$ cat config.mk
export PLATFORM = sky130hd
export DESIGN_NAME = led_pattern_classifier
export DESIGN_NICKNAME = d
export VERILOG_FILES = /design/src/rtl/led_pattern_classifier.sv
export SDC_FILE = /design/constraint.sdc
export NUM_CORES = 1
export LEC_CHECK = 0
export CAP_MARGIN = 20
export CORE_UTILIZATION = 35
export CTS_CLUSTER_DIAMETER = 30
export DETAILED_ROUTE_END_ITERATION = 8
export GPL_TIMING_DRIVEN = 0
export MAX_ROUTING_LAYER = met4
export PLACE_DENSITY_LB_ADDON = 0.3
export SLEW_MARGIN = 20
export SYNTH_ARGS = -nofsm -noshare
export SYNTH_HDL_FRONTEND = slang
export SYNTH_SLANG_ARGS = --single-unit
$ cat constraint.sdc
create_clock -name clk -period 3.15 [get_ports clk]
set_input_delay 0.945 -clock clk [delete_from_list [all_inputs] [get_ports clk]]
set_output_delay 0.945 -clock clk [all_outputs]
set_load 0.1 [all_outputs]
$ cat src/rtl/led_pattern_classifier.sv
`default_nettype none
// ============================================================================
//  Module   : led_pattern_classifier
//  Purpose  : Two-stage checker that classifies 16-bit LED patterns, measures
//             motion against the previous sample and tracks class persistence.
//  Revision : 1.0  initial release
// ============================================================================
module led_pattern_classifier #(
    parameter int STABLE_LEN = 4,
    parameter int CNT_W      = 16
) (
    input  logic             clk,
    input  logic             rst,
    input  logic             in_valid,
    input  logic [15:0]      in_pattern,
    output logic             out_valid,
    output logic [2:0]       out_class,
    output logic [1:0]       out_motion,
    output logic [3:0]       out_pos,
    output logic             stable,
    output logic [CNT_W-1:0] change_count
);

    localparam logic [2:0] c_CLS_ZERO   = 3'd0;
    localparam logic [2:0] c_CLS_SINGLE = 3'd1;
    localparam logic [2:0] c_CLS_BAND   = 3'd2;
    localparam logic [2:0] c_CLS_ALT    = 3'd3;
    localparam logic [2:0] c_CLS_FULL   = 3'd4;
    localparam logic [2:0] c_CLS_OTHER  = 3'd5;

    localparam logic [1:0] c_MOT_HOLD = 2'd0;
    localparam logic [1:0] c_MOT_UP   = 2'd1;
    localparam logic [1:0] c_MOT_DOWN = 2'd2;
    localparam logic [1:0] c_MOT_JUMP = 2'd3;

    // Run counter saturates at STABLE_LEN, which never exceeds 255.
    localparam int         c_RUN_W  = 8;
    localparam logic [c_RUN_W-1:0] c_STABLE = c_RUN_W'(STABLE_LEN);
    localparam logic [c_RUN_W-1:0] c_RUN_ONE = c_RUN_W'(1);

    // Band of half-width d: ones from bit 7-d up to bit 8+d.
    function automatic logic [15:0] band_mask(input int d);
        logic [15:0] m;
        m = '0;
        for (int b = 0; b < 16; b++) begin
            if ((b >= 7 - d) && (b <= 8 + d)) begin
                m[b] = 1'b1;
            end
        end
        return m;
    endfunction

    // ------------------------------------------------------------------
    // Stage 1 combinational: shape features of the incoming pattern
    // ------------------------------------------------------------------
    logic [4:0] w_pop;
    logic [3:0] w_low;
    logic       w_band_hit;
    logic [3:0] w_band_d;
    logic [2:0] w_class;

    always_comb begin
        w_pop = '0;
        for (int i = 0; i < 16; i++) begin
            w_pop = w_pop + 5'(in_pattern[i]);
        end

        w_low = '0;
        for (int i = 15; i >= 0; i--) begin
            if (in_pattern[i]) begin
                w_low = 4'(i);
            end
        end

        w_band_hit = 1'b0;
        w_band_d   = '0;
        for (int d = 0; d < 7; d++) begin
            if (in_pattern == band_mask(d)) begin
                w_band_hit = 1'b1;
                w_band_d   = 4'(d);
            end
        end

        if (in_pattern == 16'h0000) begin
            w_class = c_CLS_ZERO;
        end else if (in_pattern == 16'hFFFF) begin
            w_class = c_CLS_FULL;
        end else if ((in_pattern == 16'hAAAA) || (in_pattern == 16'h5555)) begin
            w_class = c_CLS_ALT;
        end else if (w_pop == 5'd1) begin
            w_class = c_CLS_SINGLE;
        end else if (w_band_hit) begin
            w_class = c_CLS_BAND;
        end else begin
            w_class = c_CLS_OTHER;
        end
    end

    // ------------------------------------------------------------------
    // Stage 1 registers
    // ------------------------------------------------------------------
    logic        r_s1_valid;
    logic [15:0] r_s1_pattern;
    logic [3:0]  r_s1_low;
    logic [3:0]  r_s1_d;
    logic [2:0]  r_s1_class;

    always_ff @(posedge clk or posedge rst) begin
        if (rst) begin
            r_s1_valid   <= 1'b0;
            r_s1_pattern <= '0;
            r_s1_low     <= '0;
            r_s1_d       <= '0;
            r_s1_class   <= c_CLS_ZERO;
        end else begin
            r_s1_valid <= in_valid;
            if (in_valid) begin
                r_s1_pattern <= in_pattern;
                r_s1_low     <= w_low;
                r_s1_d       <= w_band_d;
                r_s1_class   <= w_class;
            end
        end
    end

    // ------------------------------------------------------------------
    // Stage 2 combinational: compare against the previous sample
    // ------------------------------------------------------------------
    logic                r_prev_valid;
    logic [2:0]          r_prev_class;
    logic [15:0]         r_prev_pattern;
    logic [3:0]          r_prev_pos;
    logic [c_RUN_W-1:0]  r_run;

    logic               w_same;
    logic               w_changed;
    logic [3:0]         w_pos;
    logic [3:0]         w_prev_inc;
    logic [3:0]         w_prev_dec;
    logic [1:0]         w_motion;
    logic [c_RUN_W-1:0] w_run_next;

    always_comb begin
        w_same     = r_prev_valid && (r_s1_class == r_prev_class);
        w_changed  = r_prev_valid && (r_s1_class != r_prev_class);
        w_prev_inc = r_prev_pos + 4'd1;
        w_prev_dec = r_prev_pos - 4'd1;

        case (r_s1_class)
            c_CLS_SINGLE: w_pos = r_s1_low;
            c_CLS_BAND:   w_pos = r_s1_d;
            default:      w_pos = 4'd0;
        endcase

        w_motion = c_MOT_JUMP;
        if (w_same) begin
            case (r_s1_class)
                // 4-bit wrap makes 15->0 an UP step and 0->15 a DOWN step
                c_CLS_SINGLE, c_CLS_BAND: begin
                    if (w_pos == r_prev_pos) begin
                        w_motion = c_MOT_HOLD;
                    end else if (w_pos == w_prev_inc) begin
                        w_motion = c_MOT_UP;
                    end else if (w_pos == w_prev_dec) begin
                        w_motion = c_MOT_DOWN;
                    end else begin
                        w_motion = c_MOT_JUMP;
                    end
                end
                c_CLS_ALT: begin
                    if (r_s1_pattern == r_prev_pattern) begin
                        w_motion = c_MOT_HOLD;
                    end else if (r_s1_pattern == ~r_prev_pattern) begin
                        w_motion = c_MOT_UP;
                    end else begin
                        w_motion = c_MOT_JUMP;
                    end
                end
                c_CLS_ZERO, c_CLS_FULL: begin
                    w_motion = c_MOT_HOLD;
                end
                default: begin
                    w_motion = (r_s1_pattern == r_prev_pattern) ? c_MOT_HOLD : c_MOT_JUMP;
                end
            endcase
        end

        if (!w_same) begin
            w_run_next = c_RUN_ONE;
        end else if (r_run >= c_STABLE) begin
            w_run_next = c_STABLE;
        end else begin
            w_run_next = r_run + c_RUN_ONE;
        end
    end

    // ------------------------------------------------------------------
    // Stage 2 registers: results, history and statistics
    // ------------------------------------------------------------------
    always_ff @(posedge clk or posedge rst) begin
        if (rst) begin
            out_valid      <= 1'b0;
            out_class      <= c_CLS_ZERO;
            out_motion     <= c_MOT_HOLD;
            out_pos        <= '0;
            stable         <= 1'b0;
            change_count   <= '0;
            r_prev_valid   <= 1'b0;
            r_prev_class   <= c_CLS_ZERO;
            r_prev_pattern <= '0;
            r_prev_pos     <= '0;
            r_run          <= '0;
        end else begin
            out_valid <= r_s1_valid;
            if (r_s1_valid) begin
                out_class      <= r_s1_class;
                out_motion     <= w_motion;
                out_pos        <= w_pos;
                stable         <= (w_run_next >= c_STABLE);
                r_run          <= w_run_next;
                r_prev_valid   <= 1'b1;
                r_prev_class   <= r_s1_class;
                r_prev_pattern <= r_s1_pattern;
                r_prev_pos     <= w_pos;
                if (w_changed) begin
                    change_count <= change_count + CNT_W'(1);
                end
            end
        end
    end

endmodule
`default_nettype wire

[Yosys cells after proc, flatten, opt, wreduce, memory -nomap -nowiden]
Cells that the tools add are included.
Storage, ports and cells
  flip-flop bits (word level): 80
  bits of input ports: 19
  output and inout port bits: 27
  logic and storage cells: 111
Cells by class
  add/subtract/negate cells: 19
  $lt $le $gt $ge: 2
  equality and inequality tests: 22
  muxes and demuxes: 45
  bitwise gates (word level): 1
  reductions and logical operators: 8
Operators by type and width (count)
  $mux W4: 21
  $add A5 B1 Y5: 11
  $eq A16 B15 Y1 const B: 2
  $eq A16 B16 Y1: 2
  $eq A16 B16 Y1 const B: 2
  $add A16 B1 Y16 const B: 1
  $eq A16 B10 Y1 const B: 1
  $eq A16 B11 Y1 const B: 1
  $eq A16 B12 Y1 const B: 1
  $eq A16 B13 Y1 const B: 1
  $eq A16 B14 Y1 const B: 1
  $eq A16 B9 Y1 const B: 1
  $ge A8 B3 Y1 const B: 2
  $logic_not A16 Y1: 1
  $mux W8: 2
  $not A16 Y16: 1
  $mux W3: 5
  $eq A4 B4 Y1: 3
  $mux W2: 6
  $mux W1: 9
  $add A8 B1 Y8 const B: 1
  $pmux W4 S2: 1
  $eq A3 B2 Y1 const B: 2
  $pmux W2 S3: 1
  other kinds (16): 18

[Logic depth before layout (Yosys ltp)]
Gate-level depths: netlist of the first run.
  depth after elaboration: 20
  gate-level depth with buffers: 16
  depth with buffers taken out: 15

[Least setup slack after synthesis of the first run]
No wires, ideal clock.
  kind: input port to flip-flop
  start: input port in_pattern[5]
  end: register r_s1_class[2]
  library setup time: 141 ps
  data arrival time: 4763 ps
  data required time: 3009 ps
  path slack: -1754 ps
  stages on the path: 15
  buffers on the path: 1
  path through: clkbuf_1 -> inv_1 -> fa_1 -> inv_1 -> fa_1 -> fa_1 -> inv_1 -> fa_1 -> inv_1 -> ha_1 -> fa_1 -> or4b_1 -> a21oi_1 -> o31a_1 -> o22ai_1
On the way
  word-level cells in the longest chain between the ends: 16
  elaborated cells on any way between the ends: 36
  those cells by class: add/sub: 11; eq/ne: 11; mux: 12; reduce/logical: 2
Ends and longest elaborated chain
  from (decl): line 15  | input logic [15:0] in_pattern,
  $add A5 B1 Y5 (11 in a row): line 65  | w_pop = w_pop + 5'(in_pattern[i]);
  $eq A5 B1 Y1: line 90  | end else if (w_pop == 5'd1) begin
  $mux W3: line 90
  $mux W3: line 88  | end else if ((in_pattern == 16'hAAAA) || (in_pattern == 16'h5555)) begin
  $mux W3: line 86  | end else if (in_pattern == 16'hFFFF) begin
  $mux W3 *: line 84  | if (in_pattern == 16'h0000) begin
  to (signal assigned): line 114  | r_s1_class <= c_CLS_ZERO;
  to (signal assigned): line 121  | r_s1_class <= w_class;
  to (decl): line 106  | logic [2:0] r_s1_class;
Every way passes the cells marked *; elsewhere a longest branch is shown, timed or not.
A chain may end at the register's enable or synchronous reset.

[Worst setup path in the final report of the first run]
  start: input port in_pattern[14]
  end: register r_s1_class[1]
On the way
  word-level cells in the longest chain between the ends: 13
  elaborated cells on any way between the ends: 27
  those cells by class: add/sub: 2; eq/ne: 11; mux: 12; reduce/logical: 2
Ends and longest elaborated chain (line)
  parallel branches: the longest is 12 deep, another holds $add A5 B1 Y5
  $mux W3 *: 84
Mark *: on every way between the ends.

==> results of run 1 <==
-- placed cells by master (no fill, tap or decap), drive strengths merged, types with 10 or more instances in the layout --
master	instances
dfrtp	79
mux2	38
xnor2	38
inv	38
clkdlybuf4s50	32
clkbuf	22
nand2	18
nor2	17
nand4	14
ha	14
buf	14
fa	10
-- power groups by stage --
stage / logic [uW] / clock network [uW] / registers (uW)
final: 1270 / 1100 / 1270
after global routing: 1390 / 1170 / 1300
after CTS: 1260 / 1130 / 1270
after detailed placement: 1250 / 0 / 1290
after global placement: 1220 / 0 / 1290
after floorplan: 556 / 0 / 1680
-- worst max-delay path, delay by kind of cell --
family | cells | cell delay (ns)
compound gates | 3 | 0.30
buf+inv | 3 | 0.82
simple gates | 2 | 0.65
fa+ha+maj | 5 | 2.06
-- worst min-delay path by stage --
stage / end / slack, ns
after floorplan: out_valid$_DFF_PP0_ / 0.37
after global placement: out_valid$_DFF_PP0_ / 0.39
after detailed placement: out_valid$_DFF_PP0_ / 0.38
after CTS: out_valid$_DFF_PP0_ / 0.40
after global routing: out_valid$_DFF_PP0_ / 0.42
final: out_valid$_DFF_PP0_ / 0.39
-- cell type report --
cell class | count | area share
inverter | 38 | 0.0271
sequential | 79 | 0.362
buffer | 17 | 0.0218
tap | 168 | 0.0385
multi-input combinational | 267 | 0.413
clock inverter | 6 | 0.0154
timing repair buffer | 42 | 0.0798
clock buffer | 10 | 0.0420
-- metrics by stage --
step	setup TNS [ns]	setup slack (ns)	hold WS (ns)	cell area, sq um	util
after floorplan	-4.51	-1.54	0.372	4470	-
after global placement	-96.48	-2.34	0.389	5080	0.418
after detailed placement	-7.00	-2.38	0.385	5110	0.420
after CTS	-4.26	-1.47	0.397	5450	0.448
after global routing	-4.46	-1.52	0.424	5460	0.449
final	-4.03	-1.40	0.395	5460	0.449
-- cells by family (layout without fill, tap and decap cells) --
family	after synthesis	after routing
xor gates and xnor gates	45	45
adders and majority gates	24	24
AOI/OAI and AO/OA	51	51
buffers and inverters	55	113
and+or+nand+nor	108	108
muxes	39	39
DFF	79	79
-- per-layer routing --
metal / GRT usage / vias up
met5: - / -
met4: 0.0494 / 0
met3: 0.0439 / 11
met2: 0.246 / 78
met1: 0.212 / 1538
li1: - / 1507
-- registers in the layout (all words and copies together), names as in the netlist, 2 cells and up --
signal / flops
out_motion: 2
change_count: 16
r_prev_class: 3
r_run: 8
r_s1_class: 3
r_s1_d: 3
r_s1_pattern: 16
r_prev_pos: 4
r_prev_pattern: 16
r_s1_low: 4
-- what timing repair did --
action	in CTS	in global routing
pin swaps	8	3
setup buffers	1	0
endpoints found under the setup margin	3	3
resized for setup	47	2
cloned	0	0
==> flow_metrics.py, run 1 <==
metrics = {
    "cts": {
        "h-tree-depth": 3,
        "cts_hold_buf": 0,
        "cts_inserted_buffers": 9,
        "clk_pin_slew_ns": 0.06,
        "numClockSinks": 79,
        "cts_max_path_buffers": 2,
        "cts_root_buf": "clkbuf_16",
        "clkLatencyLatePin_ns": 0.34,
        "cts_tree": "built",
    },
    "run_status": {
        "violations": "negative setup slack",
        "outcome": "finished, violations left",
    },
    "routing": {
        "dr.max_layer_used": "met4",
        "route.detailed.drc": 0,
        "wire_per_inst_um": 15.0,
        "ant_nets": 0,
        "dr.pass1.iters": 4,
        "wl_um": 9420,
        "vias_per_cell": 5.00,
        "wl_met2_um": 4310,
        "met3WireLength_um": 432,
        "met1_length_um": 4560,
        "drt_iter0_drc": 202,
        "vias": 3134,
    },
    "power": {
        "p_leak_uw": 0.00226,
        "fin_total_pwr_uw": 3650,
        "ir_drop_uv": 296,
        "pwr_density_cell_mw_per_mm2": 669,
        "p_int_uw": 2290,
        "combinationalPowerShare": 0.349,
        "p_seq_frac": 0.349,
        "pwr-share-clk": 0.302,
        "netSwitchingFraction": 0.373,
        "p_sw_uw": 1360,
    },
    "synthesis": {
        "syn_area_sq_mm": 0.00443,
        "yosys_warnings": 0,
        "syn_inst": 401,
        "yosys-top-cells-count": "dfrtp_1, mux2_2, inv_1, xnor2_1, nand2_1",
        "ys_async_sr_fraction": 1.00,
        "synth_compound_area_frac": 0.0862,
        "synth_top_family_by_area": "simple AND/OR/NAND/NOR gates",
        "synth.largest_area_cell": "dfrtp_1",
        "synth.ff_latch_count": 79,
        "synth-edff-count": 0,
        "synth_xor_area_frac": 0.0949,
        "ys_seq_area_frac": 0.446,
        "netlist_top_cells_area": "dfrtp_1, mux2_2, xnor2_1, fa_1, ha_1",
        "avgSynthCellArea_sq_um": 11.0,
        "synth_mux_area_frac": 0.0989,
        "syn-num-nets": 444,
        "synthAdderAreaFrac": 0.0847,
        "yosysMostFrequentCell": "dfrtp_1",
        "yosysTopAreaCellShare": 0.446,
        "ys_types": 62,
        "yosys.area_share.simple": 0.140,
        "synth_top_flop_cell": "dfrtp_1",
    },
    "worst_setup_path": {
        "worstSetupPathType": "in -> reg",
        "r2r_setup_slack_ns": 1.11,
        "critPathLaunchType": "primary input",
        "arrival_ns": 4.77,
        "critPathMaxFanout": 9,
        "end_kind": "flop",
        "cp_common_cell": "fa_1",
        "critPathMaxStageDelay_ns": 0.72,
        "cp.required_ns": 3.37,
        "r2r_cells": 7,
        "crit_end": "r_s1_class[1]$_DFFE_PP0P_",
        "cp_cell_sequence": "clkdlybuf4s50_1 -> fa_1 -> fa_1 -> inv_1 -> fa_1 -> inv_1 -> ha_2 -> fa_1 -> or4b_4 -> a21oi_4 -> a21oi_2 -> nor2_1 -> o2bb2ai_1",
        "crit_start": "in_pattern[14]",
        "rr_endpoint": "out_motion[0]$_DFFE_PP0P_",
        "cp_slowest_cell": "clkdlybuf4s50_1",
        "reg2reg_from": "r_s1_class[2]$_DFFE_PP0P_",
    },
    "cells_and_area": {
        "seqCellArea_sq_mm": 0.00198,
        "drive_above_1_share": 0.187,
        "area_growth_pct": 23.2,
        "num_antenna_cells": 0,
        "fin_nets": 497,
        "final_cells": 627,
        "num-fill-cells": 1175,
        "multiInputGateArea_sq_mm": 0.00225,
    },
    "global_route": {
        "grt_max_degree": 54,
        "grt_util_all_layers": 0.162,
        "antenna_found_initial": 0,
        "grt_pass1_wl_um": 15800,
        "grt_pass1_vias": 3211,
        "overflow": 0,
    },
    "place": {
        "hpwl_um": 6990,
        "port_buffers": 40,
        "placed_cells": 610,
        "gp_congestion": 0.857,
    },
    "timing": {
        "period_share": 1.44,
        "tightest_slew_ns": 0.986,
        "period_minus_slack_ns": 4.55,
        "fmax_mhz": 220,
        "hold_viol_final": 0,
        "rsz0062_at_grt": "yes",
        "setup_slack_ns": -1.40,
        "slew_headroom": 0.340,
        "slew_viol_final": 0,
        "setup-violations-final": 3,
        "finClkSkew_ns": 0.00482,
    },
    "hold_path": {
        "whs_path_depth": 0,
        "hp-start": "r_s1_valid$_DFF_PP0_",
        "min_path_type": "reg -> reg",
    },
    "run": {
        "drv_cap": 0,
    },
    "floorplan": {
        "die-area_sq_mm": 0.0131,
        "start_util": 0.364,
        "core-area_sq_mm": 0.0122,
        "die_x_um": 114,
        "ios": 46,
        "fp-row-count": 40,
        "dieHeight_um": 114,
    },
}
No activity file was read; power rests on OpenSTA's default activity.
==> run 2, diff against run 1 <==
Settings changed: ABC_AREA set to 1, RECOVER_POWER set to 50.
==> flow_metrics.py, run 2 <==
metrics = {
    "worst_setup_path": {
        "cp_common_cell": "fa_1",
        "path_delay_family": "adder cells",
        "cp.required_ns": 3.38,
        "end_kind": "flop",
        "rr_endpoint": "change_count[15]$_DFFE_PP0P_",
        "r2r_setup_slack_ns": 1.10,
        "crit_end": "r_s1_class[2]$_DFFE_PP0P_",
        "cp.buffers_inverters": 5,
        "cp_cell_sequence": "buf_8 -> fa_1 -> inv_1 -> fa_1 -> inv_1 -> fa_1 -> inv_2 -> fa_1 -> inv_2 -> ha_4 -> fa_1 -> nor2_2 -> nand3b_1 -> nor3_4 -> nor2_1 -> nand3_1 -> nand2_1 -> nand2_1 -> nand2_1",
        "cp_slowest_cell": "fa_1",
        "arrival_ns": 4.59,
        "worstSetupPathType": "in -> reg",
        "reg2reg_from": "r_s1_class[1]$_DFFE_PP0P_",
        "crit_start": "in_pattern[11]",
        "critPathMaxFanout": 7,
        "worst-path-stages": 19,
        "critPathLaunchType": "primary input",
        "r2r_cells": 9,
        "critPathMaxStageDelay_ns": 0.52,
    },
    "timing": {
        "finClkSkew_ns": 0.00812,
        "rsz0062_at_grt": "yes",
        "tightest_slew_ns": 1.47,
        "period_share": 1.38,
        "slew_viol_final": 0,
        "fmax_mhz": 229,
        "setup_slack_ns": -1.21,
        "hold_viol_final": 0,
        "slew_headroom": 0.0115,
        "setup-violations-final": 3,
        "period_minus_slack_ns": 4.36,
    },
    "cells_and_area": {
        "seqCellArea_sq_mm": 0.00198,
        "final_cell_mix": "nand2_1, dfrtp_1, inv_1",
        "area_growth_pct": 21.1,
        "top_regs": "change_count: 16 flops, r_prev_pattern: 16 flops, r_s1_pattern: 16 flops",
        "num-fill-cells": 1333,
        "mostFrequentLayoutCell": "nand2_1",
        "num_antenna_cells": 0,
        "multiInputGateArea_sq_mm": 0.00241,
        "fin_nets": 710,
        "drive_above_1_share": 0.104,
    },
    "run": {
        "drv_cap": 1,
    },
    "floorplan": {
        "fp-row-count": 42,
        "die-area_sq_mm": 0.0142,
        "ios": 46,
        "dieHeight_um": 119,
        "core-area_sq_mm": 0.0133,
        "start_util": 0.360,
        "die_x_um": 119,
    },
    "cts": {
        "cts_root_buf": "clkbuf_16",
        "cts_hold_buf": 0,
        "cts_tree": "built",
        "cts_max_path_buffers": 2,
        "clk_pin_slew_ns": 0.06,
        "numClockSinks": 79,
        "cts_inserted_buffers": 9,
        "h-tree-depth": 3,
        "clkLatencyLatePin_ns": 0.34,
    },
    "synthesis": {
        "yosysTopAreaCellShare": 0.413,
        "yosys-top-cells-count": "nand2_1, inv_1, dfrtp_1, nor2_1, o21ai_0",
        "synth.ff_latch_count": 79,
        "ys_async_sr_fraction": 1.00,
        "ys_seq_area_frac": 0.413,
        "yosys.area_share.simple": 0.310,
        "avgSynthCellArea_sq_um": 7.89,
        "synth.largest_area_cell": "dfrtp_1",
        "syn-num-nets": 650,
        "syn_area_sq_mm": 0.00479,
        "synth_mux_area_frac": 0,
        "synthAdderAreaFrac": 0.0783,
        "synth_top_flop_cell": "dfrtp_1",
        "synth-edff-count": 0,
        "netlist_top_cells_area": "dfrtp_1, nand2_1, inv_1, nor2_1, fa_1",
        "yosysMostFrequentCell": "nand2_1",
        "syn_inst": 607,
        "ys_types": 39,
        "synth_top_family_by_area": "simple AND/OR/NAND/NOR gates",
        "yosys_warnings": 0,
        "synth_xor_area_frac": 0.0546,
        "synth_compound_area_frac": 0.0621,
    },
    "power": {
        "pwr_density_cell_mw_per_mm2": 624,
        "ir_drop_uv": 317,
        "fin_total_pwr_uw": 3620,
        "p_leak_uw": 0.00288,
    },
    "global_route": {
        "grt_pass1_vias": 3936,
        "overflow": 0,
        "grt_pass1_wl_um": 19200,
        "grt_util_all_layers": 0.176,
        "grt_max_degree": 47,
        "antenna_found_initial": 0,
    },
    "hold_path": {
        "min_path_type": "reg -> reg",
        "hp-start": "r_s1_valid$_DFF_PP0_",
    },
    "routing": {
        "route.detailed.drc": 0,
        "wl_um": 11200,
        "vias_per_cell": 4.76,
        "dr.pass1.iters": 4,
        "drt_iter0_drc": 212,
        "ant_nets": 0,
        "vias": 4037,
        "wire_per_inst_um": 13.2,
    },
    "run_status": {
        "violations": "max-capacitance violations, negative setup slack",
        "outcome": "finished, violations left",
    },
    "place": {
        "pre_cts_ws_ns": -2.26,
        "gp_congestion": 0.900,
        "port_buffers": 45,
        "hpwl_um": 8720,
    },
}
## run 2: cell count changes in the layout (fill, tap and decap cells not counted), sizes merged, moves of 13 or more
cell / delta
inv: +46
xor2: +13
xnor2: -29
nand2: +157
nor2: +53
nand3: +28
mux2: -38
o21ai: +30
## run 2: area by class of cell
type | count | share of cell area
flip-flops and latches | 79 | 0.341
inverters | 85 | 0.0573
repair buffers | 49 | 0.0862
clock inverters | 6 | 0.0103
clock buffers | 10 | 0.0412
well taps | 176 | 0.0379
plain buffers | 14 | 0.0119
multi-input cells | 429 | 0.415
## run 2: timing repair
action                                 4_1_cts  5_1_grt
pin swaps                                    9        8
endpoints found under the hold margin        0        0
setup endpoints to repair                    3        3
buffers inserted                             2        1
gates resized for setup                     65       17
## run 2: worst min-delay path by stage
stage / end / slack [ns] / cells past startpoint
after floorplan: out_valid$_DFF_PP0_ / 0.35 / 0
after global routing: out_valid$_DFF_PP0_ / 0.41 / 0
after global placement: out_valid$_DFF_PP0_ / 0.37 / 0
after detailed placement: out_valid$_DFF_PP0_ / 0.38 / 0
after CTS: out_valid$_DFF_PP0_ / 0.39 / 0
final: out_valid$_DFF_PP0_ / 0.39 / 0
## run 2: worst reg2reg max path: stages (launching register included)
cell and delay, ns:
dfrtp_1 0.32, clkbuf_1 0.34, xnor2_1 0.12, nand3_1 0.18, nand2_1 0.20, inv_1 0.14
nand3_2 0.09, nor2_1 0.31, nand2_2 0.10, xnor2_2 0.14
## run 2: power breakdown
part           total (uW)  switching, uW  internal, uW
Clock                1030            401           630
Sequential           1260            122          1140
Combinational        1330            922           406
## run 2: metal layers
metal  wire, um  track usage  vias up
li1           -            -     2034
met1       5230        0.221     1908
met2       5350        0.288       80
met3        436       0.0354       15
met4        165       0.0514        0
met5          0            -        -
## run 2: cells by family (layout without fill, tap and decap cells)
| kind of cell | count (synthesis) | count (layout) |
|---|---|---|
| AO/OA/AOI/OAI | 53 | 53 |
| XOR/XNOR | 29 | 29 |
| adder cells (fa/ha/maj) | 24 | 24 |
| buffers and inverters | 99 | 164 |
| flip-flops | 79 | 79 |
| AND/OR/NAND/NOR | 323 | 323 |
## run 2: through the flow
| step | setup TNS, ns | instances | utilization | cell area [sq um] | hold WS, ns |
|---|---|---|---|---|---|
| global route | -4.03 | 848 | 0.437 | 5810 | 0.411 |
| floorplan | -3.56 | 607 | - | 4800 | 0.349 |
| finish | -3.57 | 848 | 0.437 | 5810 | 0.394 |
| CTS | -3.67 | 847 | 0.438 | 5820 | 0.393 |
| global placement | -88.04 | 828 | 0.411 | 5470 | 0.372 |
| detailed placement | -6.70 | 829 | 0.414 | 5500 | 0.378 |
==> run 3, diff against run 2 <==
Settings changed: CORE_MARGIN set to 4.
==> flow_metrics.py, run 3 (same netlist as run 2, synthesis figures left out) <==
metrics = {
    "run_status": {
        "outcome": "finished, violations left",
        "violations": "negative setup slack",
    },
    "place": {
        "hpwl_um": 8670,
        "place_area_sq_mm": 0.00550,
        "pre_cts_ws_ns": -2.22,
        "port_buffers": 45,
        "gp_congestion": 0.945,
    },
    "routing": {
        "route.detailed.drc": 0,
        "ant_nets": 0,
        "drt_iter0_drc": 234,
        "dr.pass1.iters": 6,
        "vias_per_cell": 4.84,
        "vias": 4106,
        "wire_per_inst_um": 13.2,
        "wl_um": 11200,
    },
    "cts": {
        "numClockSinks": 79,
        "h-tree-depth": 3,
        "clkLatencyLatePin_ns": 0.33,
        "cts_root_buf": "clkbuf_16",
        "cts_inserted_buffers": 9,
        "clk_pin_slew_ns": 0.06,
        "cts_max_path_buffers": 2,
        "cts_tree": "built",
    },
    "floorplan": {
        "ios": 46,
        "start_util": 0.359,
        "die-area_sq_mm": 0.0156,
        "core-area_sq_mm": 0.0133,
        "die_x_um": 125,
        "fp-row-count": 42,
        "dieHeight_um": 125,
    },
    "cells_and_area": {
        "fin_nets": 710,
        "fin_area_sq_mm": 0.00572,
        "num_antenna_cells": 0,
        "multiInputGateArea_sq_mm": 0.00240,
        "mostFrequentLayoutCell": "nand2_1",
        "final_cell_mix": "nand2_1, dfrtp_1, inv_1",
        "num-fill-cells": 1345,
        "top_regs": "change_count: 16 flops, r_prev_pattern: 16 flops, r_s1_pattern: 16 flops",
        "drive_above_1_share": 0.0997,
        "area_growth_pct": 19.3,
        "seqCellArea_sq_mm": 0.00198,
    },
    "timing": {
        "setup-violations-final": 3,
        "rsz0062_at_grt": "yes",
        "period_share": 1.37,
        "setup_slack_ns": -1.17,
        "slew_headroom": 0.123,
        "finClkSkew_ns": 0.00900,
        "fin_tns_setup_ns": -3.43,
        "fmax_mhz": 232,
        "hold_viol_final": 0,
        "slew_viol_final": 0,
        "period_minus_slack_ns": 4.32,
        "tightest_slew_ns": 1.31,
    },
    "worst_setup_path": {
        "cp.buffers_inverters": 6,
        "critPathLaunchType": "primary input",
        "worstSetupPathType": "in -> reg",
        "path_delay_family": "adder cells",
        "cp_slowest_cell": "fa_1",
        "arrival_ns": 4.54,
        "cp_cell_sequence": "buf_8 -> fa_1 -> inv_1 -> fa_1 -> inv_2 -> fa_1 -> inv_1 -> fa_1 -> inv_1 -> ha_2 -> fa_1 -> nor2_1 -> nand3b_1 -> nor3_4 -> inv_1 -> nand2_2 -> nand2_1 -> nand2_1 -> nand2_1",
        "cp_common_cell": "fa_1",
        "critPathMaxFanout": 2,
        "cp.required_ns": 3.37,
        "end_kind": "flop",
        "critPathMaxStageDelay_ns": 0.53,
    },
    "global_route": {
        "overflow": 0,
        "antenna_found_initial": 0,
        "grt_pass1_wl_um": 19200,
        "grt_max_degree": 50,
        "grt_pass1_vias": 4168,
        "grt_util_all_layers": 0.153,
    },
    "power": {
        "pwr_density_cell_mw_per_mm2": 610,
        "ir_drop_uv": 260,
        "p_leak_uw": 0.00284,
    },
    "hold_path": {
        "min_path_type": "reg -> reg",
    },
    "run": {
        "drv_cap": 0,
    },
}
[run 3: timing repair]
item / 4_1_cts / 5_1_grt
setup buffers: 2 / 1
gates resized for setup: 58 / 4
pin swaps: 10 / 6
hold buffers: 0 / 0
setup endpoints to repair: 3 / 3
[run 3: path summary, 6_finish.rpt]
kind / startpoint / endpoint / slack, ns / depth (start not counted)
setup / recovery: in_pattern[15] / r_s1_class[1]$_DFFE_PP0P_ / -1.17 / 19
hold / removal: r_s1_valid$_DFF_PP0_ / out_valid$_DFF_PP0_ / 0.38 / 0
setup reg to reg: r_s1_class[0]$_DFFE_PP0P_ / change_count[15]$_DFFE_PP0P_ / 1.16 / 9
hold reg to reg: r_s1_valid$_DFF_PP0_ / out_valid$_DFF_PP0_ / 0.38 / 0
max in group asynchronous: rst / r_run[5]$_DFFE_PP0P_ / 0.50 / 3
min in group asynchronous: rst / r_prev_pos[3]$_DFFE_PP0P_ / 1.35 / 2
[run 3: cell type report]
type | instances | area share
clock inverters | 6 | 0.00656
flip-flops and latches | 79 | 0.346
inverters | 85 | 0.0564
multi-input cells | 429 | 0.419
repair buffers | 49 | 0.0816
clock buffers | 10 | 0.0400
plain buffers | 14 | 0.0120
well taps | 176 | 0.0385
[run 3: through the flow]
stage          total power (uW)  hold slack, ns   util  instances
2_1_floorplan              2240           0.349      -        607
3_3_place_gp               2540           0.357  0.410        828
3_5_place_dp               2580           0.361  0.412        829
4_1_cts                    3540           0.379  0.433        847
5_1_grt                    3700           0.389  0.428        848
6_report                   3490           0.379  0.428        848
[run 3: metal layers]
metal / track usage / vias up / share of wire
li1: - / 2025 / -
met5: - / - / 0
met2: 0.253 / 125 / 0.48
met3: 0.0243 / 25 / 0.044
met4: 0.0702 / 0 / 0.023
met1: 0.185 / 1931 / 0.46
[run 3: power breakdown]
group | internal (uW) | switching [uW]
Combinational | 397 | 914
Clock | 528 | 389
Sequential | 1140 | 119
[run 3: worst reg2reg max path, delay by kind of cell (launching register included)]
kind          cells  cell delay [ns]
buf+inv           2             0.47
simple gates      5             0.83
xor+xnor          2             0.25
flops             1             0.32
